==> src/rtl/dbg_trigger_if.sv <==
// Bus bundle between the core and dbg_trigger_unit: CSR port, compare inputs, fire outputs.
// Handshake: there is no backpressure. Each *_valid qualifies its address for the cycle it is
// high, csr_we is a one-cycle strobe, and trig_bp/trig_dbg are one-cycle pulses.
interface dbg_trigger_if #(
    parameter int XLEN  = 32,
    parameter int NTRIG = 4
);
    localparam int TW = $clog2(NTRIG);

    logic            csr_we;
    logic [TW-1:0]   csr_sel;
    logic            csr_is_td2;
    logic [XLEN-1:0] csr_wdata;
    logic [XLEN-1:0] csr_rdata;
    logic            dbg_mode;
    logic            priv_m;
    logic            ex_valid;
    logic [XLEN-1:0] ex_pc;
    logic            ld_valid;
    logic [XLEN-1:0] ld_addr;
    logic            st_valid;
    logic [XLEN-1:0] st_addr;
    logic            retire;
    logic            flush;
    logic            trig_bp;
    logic            trig_dbg;
    logic [TW-1:0]   trig_idx;

    modport master (
        output csr_we, csr_sel, csr_is_td2, csr_wdata, dbg_mode, priv_m,
               ex_valid, ex_pc, ld_valid, ld_addr, st_valid, st_addr, retire, flush,
        input  csr_rdata, trig_bp, trig_dbg, trig_idx
    );

    modport slave (
        input  csr_we, csr_sel, csr_is_td2, csr_wdata, dbg_mode, priv_m,
               ex_valid, ex_pc, ld_valid, ld_addr, st_valid, st_addr, retire, flush,
        output csr_rdata, trig_bp, trig_dbg, trig_idx
    );
endinterface

==> src/rtl/dbg_trigger_unit.sv <==
// NTRIG mcontrol-style breakpoint/watchpoint triggers with chaining and sticky hit bits.
// Optional: define DBG_TRIG_ICOUNT_EN to turn trigger NTRIG-1 into an icount trigger.
module dbg_trigger_unit #(
    parameter int XLEN  = 32,
    parameter int NTRIG = 4
) (
    input logic          clock,
    input logic          reset_n,
    dbg_trigger_if.slave bus
);
    localparam int TW = $clog2(NTRIG);
    localparam logic [NTRIG-1:0] LAST_MASK = NTRIG'(1) << (NTRIG - 1);
`ifdef DBG_TRIG_ICOUNT_EN
    localparam logic [NTRIG-1:0] IC_MASK = LAST_MASK;
`else
    localparam logic [NTRIG-1:0] IC_MASK = '0;
`endif
    localparam logic [NTRIG-1:0] MATCH_MASK = ~IC_MASK;
    localparam logic [NTRIG-1:0] CHAIN_MASK = ~LAST_MASK & MATCH_MASK;

    logic [NTRIG-1:0]            dmode_q, hit_q, action_q, chain_q;
    logic [NTRIG-1:0]            m_q, u_q, x_q, st_q, ld_q;
    logic [NTRIG-1:0][1:0]       match_q;
    logic [NTRIG-1:0][XLEN-1:0]  tdata2_q;

    logic [NTRIG-1:0] wr_td1, wr_td2, priv_ok;
    logic [NTRIG-1:0] mt_ex, mt_ld, mt_st;
    logic [NTRIG-1:0] grp_c, hit_grp, hit_set;
    logic [2:0]       acc_c;
    logic             fire_c, ic_fire;
    logic [TW-1:0]    win_c;

    function automatic logic addr_hit(input logic [1:0] code, input logic [XLEN-1:0] addr,
                                      input logic [XLEN-1:0] tdata2);
        logic [XLEN-1:0] mask;
        int k;
        k = 0;
        for (int b = 0; b < XLEN - 2; b++)
            if (tdata2[b] && k == b) k = b + 1;
        mask = {XLEN{1'b1}} << (k + 1);
        case (code)
            2'd0:    addr_hit = (addr == tdata2);
            2'd1:    addr_hit = ((addr & mask) == (tdata2 & mask));
            2'd2:    addr_hit = (addr >= tdata2);
            default: addr_hit = (addr < tdata2);
        endcase
    endfunction

    // A trigger whose dmode is set belongs to the debugger: only debug mode may touch it.
    always_comb begin
        wr_td1 = '0;
        wr_td2 = '0;
        for (int i = 0; i < NTRIG; i++) begin
            if (bus.csr_we && int'(bus.csr_sel) == i && (!dmode_q[i] || bus.dbg_mode)) begin
                wr_td1[i] = !bus.csr_is_td2;
                wr_td2[i] = bus.csr_is_td2;
            end
        end
    end

    always_ff @(posedge clock or negedge reset_n) begin
        if (!reset_n) begin
            dmode_q  <= '0;
            hit_q    <= '0;
            action_q <= '0;
            chain_q  <= '0;
            m_q      <= '0;
            u_q      <= '0;
            x_q      <= '0;
            st_q     <= '0;
            ld_q     <= '0;
            match_q  <= '0;
            tdata2_q <= '0;
        end else begin
            for (int i = 0; i < NTRIG; i++) begin
                if (wr_td1[i]) begin
                    dmode_q[i]  <= bus.csr_wdata[27] & bus.dbg_mode;
                    action_q[i] <= bus.csr_wdata[12] & MATCH_MASK[i];
                    chain_q[i]  <= bus.csr_wdata[11] & CHAIN_MASK[i];
                    match_q[i]  <= bus.csr_wdata[8:7] & {2{MATCH_MASK[i]}};
                    m_q[i]      <= bus.csr_wdata[6];
                    u_q[i]      <= bus.csr_wdata[3];
                    x_q[i]      <= bus.csr_wdata[2] & MATCH_MASK[i];
                    st_q[i]     <= bus.csr_wdata[1] & MATCH_MASK[i];
                    ld_q[i]     <= bus.csr_wdata[0] & MATCH_MASK[i];
                end
                if (wr_td2[i]) tdata2_q[i] <= bus.csr_wdata;
                // A hardware hit beats a same-cycle CSR write of the hit bit.
                hit_q[i] <= hit_set[i] | (wr_td1[i] ? bus.csr_wdata[20] : hit_q[i]);
            end
        end
    end

`ifdef DBG_TRIG_ICOUNT_EN
    logic [13:0] count_q;
    logic        ic_armed, ic_dec;

    assign ic_armed = bus.priv_m ? m_q[NTRIG-1] : u_q[NTRIG-1];
    assign ic_dec   = bus.retire && ic_armed && !bus.dbg_mode && (count_q != 14'd0);
    assign ic_fire  = ic_dec && (count_q == 14'd1);

    always_ff @(posedge clock or negedge reset_n) begin
        if (!reset_n)                count_q <= '0;
        else if (wr_td1[NTRIG-1])    count_q <= bus.csr_wdata[23:10];
        else if (ic_dec)             count_q <= count_q - 14'd1;
    end
`else
    assign ic_fire = 1'b0;
`endif

    always_comb begin
        bus.csr_rdata = '0;
        for (int i = 0; i < NTRIG; i++) begin
            if (int'(bus.csr_sel) == i) begin
                if (bus.csr_is_td2) begin
                    bus.csr_rdata = tdata2_q[i];
                end else begin
                    bus.csr_rdata[31:28] = IC_MASK[i] ? 4'd3 : 4'd2;
                    bus.csr_rdata[27]    = dmode_q[i];
                    bus.csr_rdata[20]    = hit_q[i];
                    bus.csr_rdata[12]    = action_q[i];
                    bus.csr_rdata[11]    = chain_q[i];
                    bus.csr_rdata[8:7]   = match_q[i];
                    bus.csr_rdata[6]     = m_q[i];
                    bus.csr_rdata[3]     = u_q[i];
                    bus.csr_rdata[2]     = x_q[i];
                    bus.csr_rdata[1]     = st_q[i];
                    bus.csr_rdata[0]     = ld_q[i];
`ifdef DBG_TRIG_ICOUNT_EN
                    if (IC_MASK[i]) bus.csr_rdata[23:10] = count_q;
`endif
                end
            end
        end
    end

    always_comb begin
        priv_ok = '0;
        mt_ex   = '0;
        mt_ld   = '0;
        mt_st   = '0;
        for (int i = 0; i < NTRIG; i++) begin
            priv_ok[i] = bus.priv_m ? m_q[i] : u_q[i];
            mt_ex[i] = bus.ex_valid && x_q[i] && priv_ok[i] &&
                       addr_hit(match_q[i], bus.ex_pc, tdata2_q[i]);
            mt_ld[i] = bus.ld_valid && ld_q[i] && priv_ok[i] &&
                       addr_hit(match_q[i], bus.ld_addr, tdata2_q[i]);
            mt_st[i] = bus.st_valid && st_q[i] && priv_ok[i] &&
                       addr_hit(match_q[i], bus.st_addr, tdata2_q[i]);
        end
    end

    // Walk groups in index order; acc_c keeps, per access type, whether every member so far matched.
    always_comb begin
        acc_c   = 3'b111;
        grp_c   = '0;
        fire_c  = 1'b0;
        win_c   = '0;
        hit_grp = '0;
        for (int i = 0; i < NTRIG; i++) begin
            acc_c    = acc_c & {mt_st[i], mt_ld[i], mt_ex[i]};
            grp_c[i] = 1'b1;
            if (!chain_q[i]) begin
                if (!fire_c && acc_c != 3'b000) begin
                    fire_c  = 1'b1;
                    win_c   = TW'(i);
                    hit_grp = grp_c;
                end
                acc_c = 3'b111;
                grp_c = '0;
            end
        end
        if (bus.flush || bus.dbg_mode) begin
            fire_c  = 1'b0;
            hit_grp = '0;
        end
    end

    assign hit_set = hit_grp | (IC_MASK & {NTRIG{ic_fire && !fire_c}});

    // icount has no action field of its own, so it always raises a breakpoint.
    always_ff @(posedge clock or negedge reset_n) begin
        if (!reset_n) begin
            bus.trig_bp  <= 1'b0;
            bus.trig_dbg <= 1'b0;
            bus.trig_idx <= '0;
        end else if (fire_c) begin
            bus.trig_bp  <= ~action_q[win_c];
            bus.trig_dbg <= action_q[win_c];
            bus.trig_idx <= win_c;
        end else if (ic_fire) begin
            bus.trig_bp  <= 1'b1;
            bus.trig_dbg <= 1'b0;
            bus.trig_idx <= TW'(NTRIG - 1);
        end else begin
            bus.trig_bp  <= 1'b0;
            bus.trig_dbg <= 1'b0;
            bus.trig_idx <= '0;
        end
    end
endmodule

==> src/flat_wrapper.sv <==
// flat-port wrapper written by rule: the top's interface ports become plain ports
module dbg_trigger_unit_flat 
#(
    parameter int XLEN  = 32,
    parameter int NTRIG = 4
)
  (clock, reset_n, bus_csr_we, bus_csr_sel, bus_csr_is_td2, bus_csr_wdata, bus_dbg_mode, bus_priv_m, bus_ex_valid, bus_ex_pc, bus_ld_valid, bus_ld_addr, bus_st_valid, bus_st_addr, bus_retire, bus_flush, bus_csr_rdata, bus_trig_bp, bus_trig_dbg, bus_trig_idx);
  dbg_trigger_if #(.XLEN(XLEN), .NTRIG(NTRIG)) bus_i ();
  input logic clock;
  input logic reset_n;
  input wire logic [$bits(bus_i.csr_we)-1:0] bus_csr_we;
  input wire logic [$bits(bus_i.csr_sel)-1:0] bus_csr_sel;
  input wire logic [$bits(bus_i.csr_is_td2)-1:0] bus_csr_is_td2;
  input wire logic [$bits(bus_i.csr_wdata)-1:0] bus_csr_wdata;
  input wire logic [$bits(bus_i.dbg_mode)-1:0] bus_dbg_mode;
  input wire logic [$bits(bus_i.priv_m)-1:0] bus_priv_m;
  input wire logic [$bits(bus_i.ex_valid)-1:0] bus_ex_valid;
  input wire logic [$bits(bus_i.ex_pc)-1:0] bus_ex_pc;
  input wire logic [$bits(bus_i.ld_valid)-1:0] bus_ld_valid;
  input wire logic [$bits(bus_i.ld_addr)-1:0] bus_ld_addr;
  input wire logic [$bits(bus_i.st_valid)-1:0] bus_st_valid;
  input wire logic [$bits(bus_i.st_addr)-1:0] bus_st_addr;
  input wire logic [$bits(bus_i.retire)-1:0] bus_retire;
  input wire logic [$bits(bus_i.flush)-1:0] bus_flush;
  output wire logic [$bits(bus_i.csr_rdata)-1:0] bus_csr_rdata;
  output wire logic [$bits(bus_i.trig_bp)-1:0] bus_trig_bp;
  output wire logic [$bits(bus_i.trig_dbg)-1:0] bus_trig_dbg;
  output wire logic [$bits(bus_i.trig_idx)-1:0] bus_trig_idx;
  assign bus_i.csr_we = bus_csr_we;
  assign bus_i.csr_sel = bus_csr_sel;
  assign bus_i.csr_is_td2 = bus_csr_is_td2;
  assign bus_i.csr_wdata = bus_csr_wdata;
  assign bus_i.dbg_mode = bus_dbg_mode;
  assign bus_i.priv_m = bus_priv_m;
  assign bus_i.ex_valid = bus_ex_valid;
  assign bus_i.ex_pc = bus_ex_pc;
  assign bus_i.ld_valid = bus_ld_valid;
  assign bus_i.ld_addr = bus_ld_addr;
  assign bus_i.st_valid = bus_st_valid;
  assign bus_i.st_addr = bus_st_addr;
  assign bus_i.retire = bus_retire;
  assign bus_i.flush = bus_flush;
  assign bus_csr_rdata = bus_i.csr_rdata;
  assign bus_trig_bp = bus_i.trig_bp;
  assign bus_trig_dbg = bus_i.trig_dbg;
  assign bus_trig_idx = bus_i.trig_idx;
  dbg_trigger_unit #(.XLEN(XLEN), .NTRIG(NTRIG)) u_core (.clock(clock), .reset_n(reset_n), .bus(bus_i));
endmodule
==> config.mk <==
export PLATFORM = sky130hd
export DESIGN_NAME = dbg_trigger_unit_flat
export DESIGN_NICKNAME = d
export VERILOG_FILES = /design/src/rtl/dbg_trigger_if.sv /design/src/rtl/dbg_trigger_unit.sv /design/src/flat_wrapper.sv
export SDC_FILE = /design/constraint.sdc
export NUM_CORES = 1
export LEC_CHECK = 0
export ABC_CLOCK_PERIOD_IN_PS = 11800
export CAP_MARGIN = 20
export CORE_MARGIN = 5
export CORE_UTILIZATION = 35
export CTS_CLUSTER_DIAMETER = 60
export DETAILED_ROUTE_END_ITERATION = 10
export PLACE_DENSITY_LB_ADDON = 0.25
export RECOVER_POWER = 25
export SLEW_MARGIN = 5
export SYNTH_ARGS = -nofsm -noshare
export SYNTH_HDL_FRONTEND = slang
export SYNTH_SLANG_ARGS = --single-unit
==> constraint.sdc <==
create_clock -name clock -period 11.8 [get_ports clock]
set_clock_uncertainty 0.15 [all_clocks]
set_input_delay 1.18 -clock clock [delete_from_list [all_inputs] [get_ports clock]]
set_output_delay 1.18 -clock clock [all_outputs]
set_load 0.01 [all_outputs]
==> results of run 1 <==
synthesized netlist by cell type, drive strengths merged, types with 35 or more instances:
cell | instances | share of area
clkbuf | 181 | 0.024
nand4 | 122 | 0.028
nor2b | 56 | 0.012
xor2 | 187 | 0.058
ha | 398 | 0.18
o21a | 61 | 0.016
o211ai | 36 | 0.0095
o21ai | 312 | 0.055
nor4 | 41 | 0.010
buf | 53 | 0.011
nand3 | 88 | 0.016
dfrtp | 175 | 0.15
nor2 | 162 | 0.022
mux4 | 37 | 0.029
nand2b | 58 | 0.013
xnor2 | 177 | 0.056
mux2 | 46 | 0.018
a21o | 109 | 0.029
inv | 173 | 0.023
nor3 | 70 | 0.013
o22ai | 37 | 0.0084
nand2 | 322 | 0.043
a21oi | 204 | 0.036
a31oi | 47 | 0.010
and2 | 35 | 0.0077
power by group:
part | total (W) | internal [W] | switching, W | leakage, nW
Sequential | 0.00132 | 0.000750 | 0.000569 | 2.13
Combinational | 0.00297 | 0.00116 | 0.00182 | 10.7
Clock | 0.000640 | 0.000291 | 0.000349 | 0.288
cell families (layout without fill, tap and decap cells):
group,Yosys count,count (layout)
buffers and inverters,410,504
XOR/XNOR,364,364
AO/OA/AOI/OAI,1090,1090
multiplexers,95,95
adder cells (fa/ha/maj),398,398
flip-flops,175,175
AND/OR/NAND/NOR,1060,1060
other,0,3
stage by stage:
stage	hold slack, ns	utilization	instances	instance area (µm²)	power [W]
4_1_cts	0.369	0.398	4744	32000	0.00480
6_report	0.372	0.398	4749	32000	0.00493
3_3_place_gp	0.339	0.390	4712	31400	0.00414
2_1_floorplan	0.312	-	3592	28400	0.00297
3_5_place_dp	0.351	0.390	4712	31400	0.00416
5_1_grt	0.390	0.398	4746	32000	0.00516
per-layer routing:
layer	GRT usage	vias to the layer above	wire length, µm
met5	0	-	13
met4	0.260	2	15100
met3	0.120	600	20900
met2	0.546	2281	69400
met1	0.466	15469	63300
li1	-	13479	-
registers in the layout, summed over array words and instances, names as in the netlist:
name / flops
u_core.tdata2_q: 128
u_core.match_q: 8
u_core.action_q: 4
u_core.dmode_q: 4
u_core.hit_q: 4
u_core.ld_q: 4
u_core.m_q: 4
u_core.st_q: 4
u_core.u_q: 4
u_core.x_q: 4
u_core.chain_q: 3
u_core.bus.trig_idx: 2
u_core.bus.trig_bp: 1
u_core.bus.trig_dbg: 1
cell usage in the layout (no fill, tap or decap), types with 13 or more instances in the layout:
master,synthesis,layout
sky130_fd_sc_hd__ha_1,398,398
sky130_fd_sc_hd__nand2_1,321,321
sky130_fd_sc_hd__o21ai_0,308,307
sky130_fd_sc_hd__a21oi_1,203,203
sky130_fd_sc_hd__xor2_1,185,185
sky130_fd_sc_hd__dfrtp_1,175,175
sky130_fd_sc_hd__xnor2_1,175,174
sky130_fd_sc_hd__inv_1,172,172
sky130_fd_sc_hd__clkdlybuf4s50_1,0,171
sky130_fd_sc_hd__nor2_1,161,159
sky130_fd_sc_hd__nand4_1,120,120
sky130_fd_sc_hd__buf_4,12,119
sky130_fd_sc_hd__a21o_1,109,109
sky130_fd_sc_hd__nand3_1,88,88
sky130_fd_sc_hd__nor3_1,68,67
sky130_fd_sc_hd__o21a_1,61,61
sky130_fd_sc_hd__nand2b_1,58,58
sky130_fd_sc_hd__nor2b_1,56,56
sky130_fd_sc_hd__a31oi_1,47,47
sky130_fd_sc_hd__mux2_2,45,45
sky130_fd_sc_hd__nor4_1,39,38
sky130_fd_sc_hd__mux4_2,37,37
sky130_fd_sc_hd__o211ai_1,36,36
sky130_fd_sc_hd__o22ai_1,36,36
sky130_fd_sc_hd__and2_1,35,35
sky130_fd_sc_hd__a211oi_1,32,32
sky130_fd_sc_hd__o31ai_1,25,25
sky130_fd_sc_hd__a221oi_1,22,22
sky130_fd_sc_hd__o221ai_1,19,19
sky130_fd_sc_hd__a2111oi_0,17,17
sky130_fd_sc_hd__clkbuf_16,0,17
sky130_fd_sc_hd__and3_1,16,16
sky130_fd_sc_hd__or2_2,16,16
sky130_fd_sc_hd__a22oi_1,15,15
sky130_fd_sc_hd__o2111ai_1,13,13
worst max-delay path, stage by stage, from the launching register on:
cell and delay [ns]:
sky130_fd_sc_hd__dfrtp_1 0.80, sky130_fd_sc_hd__nand4_1 0.32, sky130_fd_sc_hd__o311ai_0 0.80, sky130_fd_sc_hd__a31oi_1 0.13, sky130_fd_sc_hd__nor2_1 0.39, sky130_fd_sc_hd__o22a_1 0.23, sky130_fd_sc_hd__o21a_1 0.55, sky130_fd_sc_hd__o21ai_0 0.32
sky130_fd_sc_hd__ha_1 0.42, sky130_fd_sc_hd__clkinv_1 0.31, sky130_fd_sc_hd__nor2_1 0.11, sky130_fd_sc_hd__and4_1 0.23, sky130_fd_sc_hd__a311oi_1 0.34, sky130_fd_sc_hd__o21a_1 0.67, sky130_fd_sc_hd__a21oi_1 0.24, sky130_fd_sc_hd__o21ai_0 0.26
sky130_fd_sc_hd__and4b_1 0.26, sky130_fd_sc_hd__a31oi_1 0.45, sky130_fd_sc_hd__o22ai_1 0.16, sky130_fd_sc_hd__o31ai_2 0.64, sky130_fd_sc_hd__nand2b_1 0.27, sky130_fd_sc_hd__or4_4 0.55, sky130_fd_sc_hd__o21ai_2 0.13
worst max-delay path by stage:
stage / from / to / cells past startpoint
finish: u_core.tdata2_q[1] / u_core.hit_q[2] / 22
global route: u_core.tdata2_q[1] / u_core.hit_q[2] / 22
CTS: u_core.tdata2_q[1] / u_core.hit_q[2] / 22
detailed placement: u_core.tdata2_q[1] / u_core.hit_q[2] / 22
global placement: u_core.tdata2_q[1] / u_core.hit_q[2] / 22
floorplan: u_core.tdata2_q[0] / u_core.hit_q[2] / 27
layout make-up:
cell class              instances  area, µm²
repair buffers                296       2650
flip-flops and latches        175       4380
fillers                      8414      48400
well taps                    1060       1330
diodes                          3       7.51
multi-input cells            3007      22400
clock inverters                14        163
clock buffers                  18        439
inverters                     176        661
==> results.md, run 1 <==
- The run finished, with violations left.
- The final reports fail on max-capacitance violations, max-slew violations.
- STA puts the critical path data required time at 12.11 ns.
- The area enclosed by the die boundary is 86,900 µm².
- The worst hold path cell count is 2.
- The H-tree was split into 4 levels.
- At the placement stage, the worst setup path has a slack of 3.24 ns.
- Counting every instance in the synthesized netlist gives 3,592.
- The post-synthesis area per instance is 7.90 µm².
- The starting density of the core is 0.353.
- The final weighted congestion in routability-driven placement is 1.04.
- The initial antenna violation count came to 5.
- The worst setup path is launched from a flop.
- The complex-gate fraction of the synthesized area is 0.254.
- Using the TritonRoute via totals, the vias-per-cell ratio works out to 6.70.
- The synthesized design contains 0 enable-type register cells.
- TritonCTS built the clock tree.
- The path with the worst hold slack has its endpoint at u_core.hit_q[1].
- The static power due to leakage is 13.1 nW.
- The number of global-route vias before repair is 30,170.
- The fraction of the cycle the final worst path needs is 0.748.
- Buffers inserted during clock tree synthesis total 17.
- Of the cells placed in the final design, the portion with a size suffix greater than 1 is 0.0852.
- The final antenna-violating net count is 0.
- For this block, the routed nets add up to 169,000 µm of wire.
- The ratio of total power to cell area is 154 nW/µm².
- Post-CTS repair changed the size of 0 cells.
- After synthesis, the share of flip-flops with an asynchronous set or reset is 1.00.
- The total global-route track usage is 0.374.
- The worst path needs 8.82 ns of the cycle, external delays included.
- The wire length per cell after detailed routing is 35.5 µm.
- The first global-routing pass estimated 230,000 µm of wire.
- In the final design database the tool counted 4,212 nets.
- The startpoint of the most critical hold path is u_core.hit_q[1].
- After floorplanning, the core was sized to cover 80,400 µm².
- The mux cell area share after synthesis is 0.0524.
- Adding up every negative setup slack in the final design gives 0 ns.
- The endpoint identified for the worst register-to-register timing path is u_core.hit_q[2].
- The depth of the most critical reg-to-reg path is 22.
- The sequential area share after synthesis is 0.154.
- CTS saw 175 sinks.
- The number of core rows is 104.
- The number of buffers added on ports is 175.
- The number of nets in the synthesized netlist is 4,131.
- The half-perimeter wire length of the detailed placement result is 124,000 µm.
- During synthesis, Yosys emitted a total of 0 warnings.
- The total iterations of the first detailed-routing run is 6.
- The synthesized netlist occupies a cell area of 28,400 µm².
- The final route contains 31,831 vias.
- In this run the deepest clock path goes through 2 buffers.
- The headroom to the max-slew limit is -1.59.
- Clock latency on the worst-skew pair, taken at its later pin, is 0.54 ns.
- The final hold violation count was 0.
- Setup repair after global routing left no endpoint under its margin.
- The classification of the worst-slack hold path is reg2reg.
- The growth of design area from synthesis to finish is 12.9%.
- The number of setup buffers added after CTS is 0.
- The count of state elements after synthesis is 175.
- The final worst slack is 2.98 ns.
- The path type of the worst setup path is reg2reg.
- The die outline height is 295 µm.
- For the pin with the worst max-slew slack, the measured transition is 3.89 ns.
- The number of top-level pins is 177.
- Of the total synthesized cell area, the portion taken by AND, OR, NAND and NOR gates is 0.192.
- The worst reg-to-reg setup slack is 2.98 ns.
- Setup violations remaining at the end of the flow were counted as 0.
- The die boundary width is 295 µm.
- Of the total synthesized cell area, the portion taken by full adders, half adders and majority gates is 0.176.
- The number of design rule violations left after detail routing is 0.
- Entering global routing, the biggest net connects 69 pins.
- The largest family of logic cells by synthesized area is compound AO/OA/AOI/OAI gates.
- Across the run, the number of max-cap violations was 2.
- The detailed router finished its first iteration with 4,632 violations.
- The kind of end point of the critical path is a flop.
- Static timing analysis puts the maximum clock frequency at 113 MHz.
- The area share of xor/xnor cells in the synthesized design is 0.114.
- The max-slew violation total from the final report is 111.
- The prevailing post-synth register cell is sky130_fd_sc_hd__dfrtp_1.
- The count of different cell masters after synthesis is 110.
- The worst flop-to-flop path startpoint is u_core.tdata2_q[1].
- After clock tree synthesis, the clock-pin slew on the worst setup and hold paths is 0.08 ns.
- The largest voltage drop on the vdd net is 0.124 mV.
- The number of hold buffers added after CTS is 0.
- The tree is rooted in a sky130_fd_sc_hd__clkbuf_16.
- The total overflow left after global routing is 0.
- Data arrives at the worst endpoint at 9.13 ns.
- The maximum fanout count along the critical path is 19.
Power figures use the tool's default switching activity.
==> inputs of run 2 (changes only) <==
ABC_CLOCK_PERIOD_IN_PS = 9200   (was 11800)
clock period = 9.2 ns   (was 11.8 ns; I/O delays follow)
==> run 2 against run 1 <==
Against the previous run: utilization is 0.14 points higher; die area stayed put; largest cell class unchanged; first-iteration DRC count is 4.8% lower; non-clock buffer count is 11 higher; via count hardly changed; largest power group unchanged; critical endpoint unchanged; register-to-register slack worse by 1.9 ns; global-route usage is 0.063 points higher; the flow still finishes with violations (max-capacitance violations, max-slew violations); sequential power is 25% higher; critical path depth is 2 higher.
==> results.md, run 2 (same netlist as run 1, synthesis figures left out) <==
- The number of H-tree levels is 4.
- The total number of nets in the final design is 4,223.
- The first routing iteration left 4,408 violations.
- In this run the tool buffered the top-level ports with 175 buffer cells.
- The floorplan step defined a die boundary enclosing 86,900 µm².
- The final hold violation count is 0.
- Setup repair after global routing left no endpoint under its margin.
- In this run the tightest slew margin relative to its limit is -1.58.
- Across all setup checks in the final design, the least slack found is 1.07 ns.
- The total iterations of the first detailed-routing run is 5.
- The final critical path time including I/O delays and setup is 8.13 ns.
- For this design, the sink count on the clock tree is 175.
- The worst setup path is captured at a flop.
- The via count is 31,856.
- The growth of design area from synthesis to finish is 13.2%.
- Counting the buffers created by CTS gives 17.
- The tree is rooted in a sky130_fd_sc_hd__clkbuf_16.
- After detailed routing, the average wire length per cell comes to 35.5 µm.
- The critical path is of the reg2reg type.
- Summing internal, switching and leakage power gives 0.00641 W.
- After clock tree synthesis, the setup repair step added 0 buffers.
- Along the worst path, the maximum fanout reaches 11.
- The final weighted congestion in routability-driven placement is 1.06.
- The final reports fail on max-capacitance violations, max-slew violations.
- The number of hold buffers added after CTS is 0.
- The wire length of the first global-routing pass is 230,000 µm.
- On the critical path, the stage with the largest delay is an instance of sky130_fd_sc_hd__dfrtp_1.
- The critical path goes through nand4_1 > nor3_2 > nand3_1 > o31a_1 > o31a_1 > o22a_1 > o21a_1 > o21ai_0 > ha_1 > clkinv_1 > nor2_1 > and4_1 > a311oi_1 > o21ai_1 > nand3_1 > o21ai_0 > o21ai_0 > or4b_1 > o31ai_2 > nand3b_1 > nand3_1 > nor2_2 > or4_4 > o21ai_2.
- The mean number of vias per cell is 6.69.
- Static timing analysis puts the maximum clock frequency at 123 MHz.
- u_core.tdata2_q holds more flip-flops than any other register.
- The largest single stage delay on the critical path is 0.81 ns.
- The static power due to leakage is 13.2 nW.
- The count of nets left with antenna violations once routing finished came out at 0.
- After clock tree synthesis, the clock-pin slew on the worst setup and hold paths is 0.08 ns.
- The flow ran to the end, but the final reports show violations.
- The initial utilization of the core area, before any placement, comes to 0.353.
- In the finished design, the share of the clock period the worst path needs comes to 0.884.
- The total area inside the core boundary comes to 80,400 µm².
- The max-slew violation total from the final report is 111.
- For this block, the routed nets add up to 169,000 µm of wire.
- Leaving out fill and tap cells, the most frequent cell in the layout is sky130_fd_sc_hd__ha_1.
- The setup violation total in the final timing report is 0.
- The largest registers in the layout are u_core.tdata2_q (128), u_core.match_q (8).
- 177 I/O pins were placed.
- The worst endpoint required time is 9.49 ns.
- The number of design rule violations left after detail routing is 0.
- In the layout the commonest cells are 398 x sky130_fd_sc_hd__ha_1, 321 x sky130_fd_sc_hd__nand2_1, 307 x sky130_fd_sc_hd__o21ai_0.
- The total global-route track usage is 0.374.
- The remaining global-route overflow is 0.
- The worst setup path is launched from a flop.
- Across the run, the number of max-cap violations was 2.
- At the pin with the least slew margin, the transition time is 3.87 ns.
- The later-pin clock latency in the skew report is 0.52 ns.
- The die is 295 µm wide.
- The ratio of cells with drive above 1 in the final layout is 0.0879.
- The wire-length estimate of the detail-placed layout is 127,000 µm.
- Entering global routing, the biggest net connects 69 pins.
- The number of core rows is 104.
- TritonCTS built the clock tree.
- The number of flip-flops under the largest register name is 128.
- The classification of the worst-slack hold path is reg2reg.
- The worst path arrival time is 8.43 ns.
- Hold timing on the final database bottoms out at a slack of 0.374 ns.
- The sum of negative setup slack is 0 ns.
- The number of global-route vias before repair is 30,026.
- The initial antenna violation count is 4.
- IR analysis of the VDD net gives a maximum drop of 0.115 mV.
- The maximum number of buffers from clock root to sink is 2.
- The worst-case setup slack after placement is 1.37 ns.
- Power spread over the standard cell area amounts to 199 nW/µm².
- The die outline height is 295 µm.
- The number of gates resized after cts is 0.
run 2: changes by cell type in the layout (fill, tap and decap cells not counted), moves of 2 or more:
cell | before | now
sky130_fd_sc_hd__clkinvlp_4 | 2 | 0
sky130_fd_sc_hd__inv_6 | 1 | 4
sky130_fd_sc_hd__diode_2 | 3 | 6
sky130_fd_sc_hd__bufinv_16 | 0 | 2
sky130_fd_sc_hd__buf_4 | 119 | 131
sky130_fd_sc_hd__buf_8 | 2 | 0
run 2: final timing paths:
check / startpoint / slack, ns / depth (start not counted) / endpoint
setup reg to reg: u_core.tdata2_q[1] / 1.07 / 24 / u_core.hit_q[2]
hold reg to reg: u_core.hit_q[2] / 0.37 / 2 / u_core.hit_q[2]
min in group asynchronous: reset_n / 1.55 / 1 / u_core.tdata2_q[4]
hold / removal: u_core.hit_q[2] / 0.37 / 2 / u_core.hit_q[2]
max in group asynchronous: reset_n / 2.82 / 2 / u_core.tdata2_q[95]
setup / recovery: u_core.tdata2_q[1] / 1.07 / 24 / u_core.hit_q[2]
run 2: final cells by class:
cell class | instances | area (µm²)
antenna | 6 | 15.0
clock inverter | 15 | 209
inverter | 176 | 661
multi-input combinational | 3007 | 22400
sequential | 175 | 4380
fill | 8437 | 48300
tap | 1060 | 1330
timing repair buffer | 307 | 2720
clock buffer | 17 | 425
run 2: routing by layer:
layer | share of wire | GRT usage | routed length [µm] | vias up
li1 | - | - | - | 13503
met1 | 0.37 | 0.466 | 63100 | 15403
met2 | 0.41 | 0.552 | 69800 | 2336
met3 | 0.12 | 0.107 | 20500 | 611
met4 | 0.093 | 0.272 | 15800 | 3
met5 | 0.00047 | 0.00443 | 79 | -
run 2: through the flow:
step	std cells	util	instance area (µm²)
2_1_floorplan	3592	-	28400
3_3_place_gp	4724	0.391	31500
3_5_place_dp	4724	0.391	31500
4_1_cts	4756	0.399	32100
5_1_grt	4757	0.399	32100
6_report	4763	0.400	32100
run 2: power by group:
group	internal (W)	switching (W)	leakage [nW]	total [W]
Sequential	0.000962	0.000690	2.13	0.00165
Clock	0.000420	0.000430	0.311	0.000849
Combinational	0.00151	0.00239	10.8	0.00391
Total	0.00289	0.00352	13.2	0.00641
run 2: worst max-delay path, delay by kind of cell (launching register included):
family | cells | cell delay (ns)
fa+ha+maj | 1 | 0.53
compound gates | 11 | 2.87
buf+inv | 1 | 0.16
simple gates | 11 | 3.51
flops | 1 | 0.81
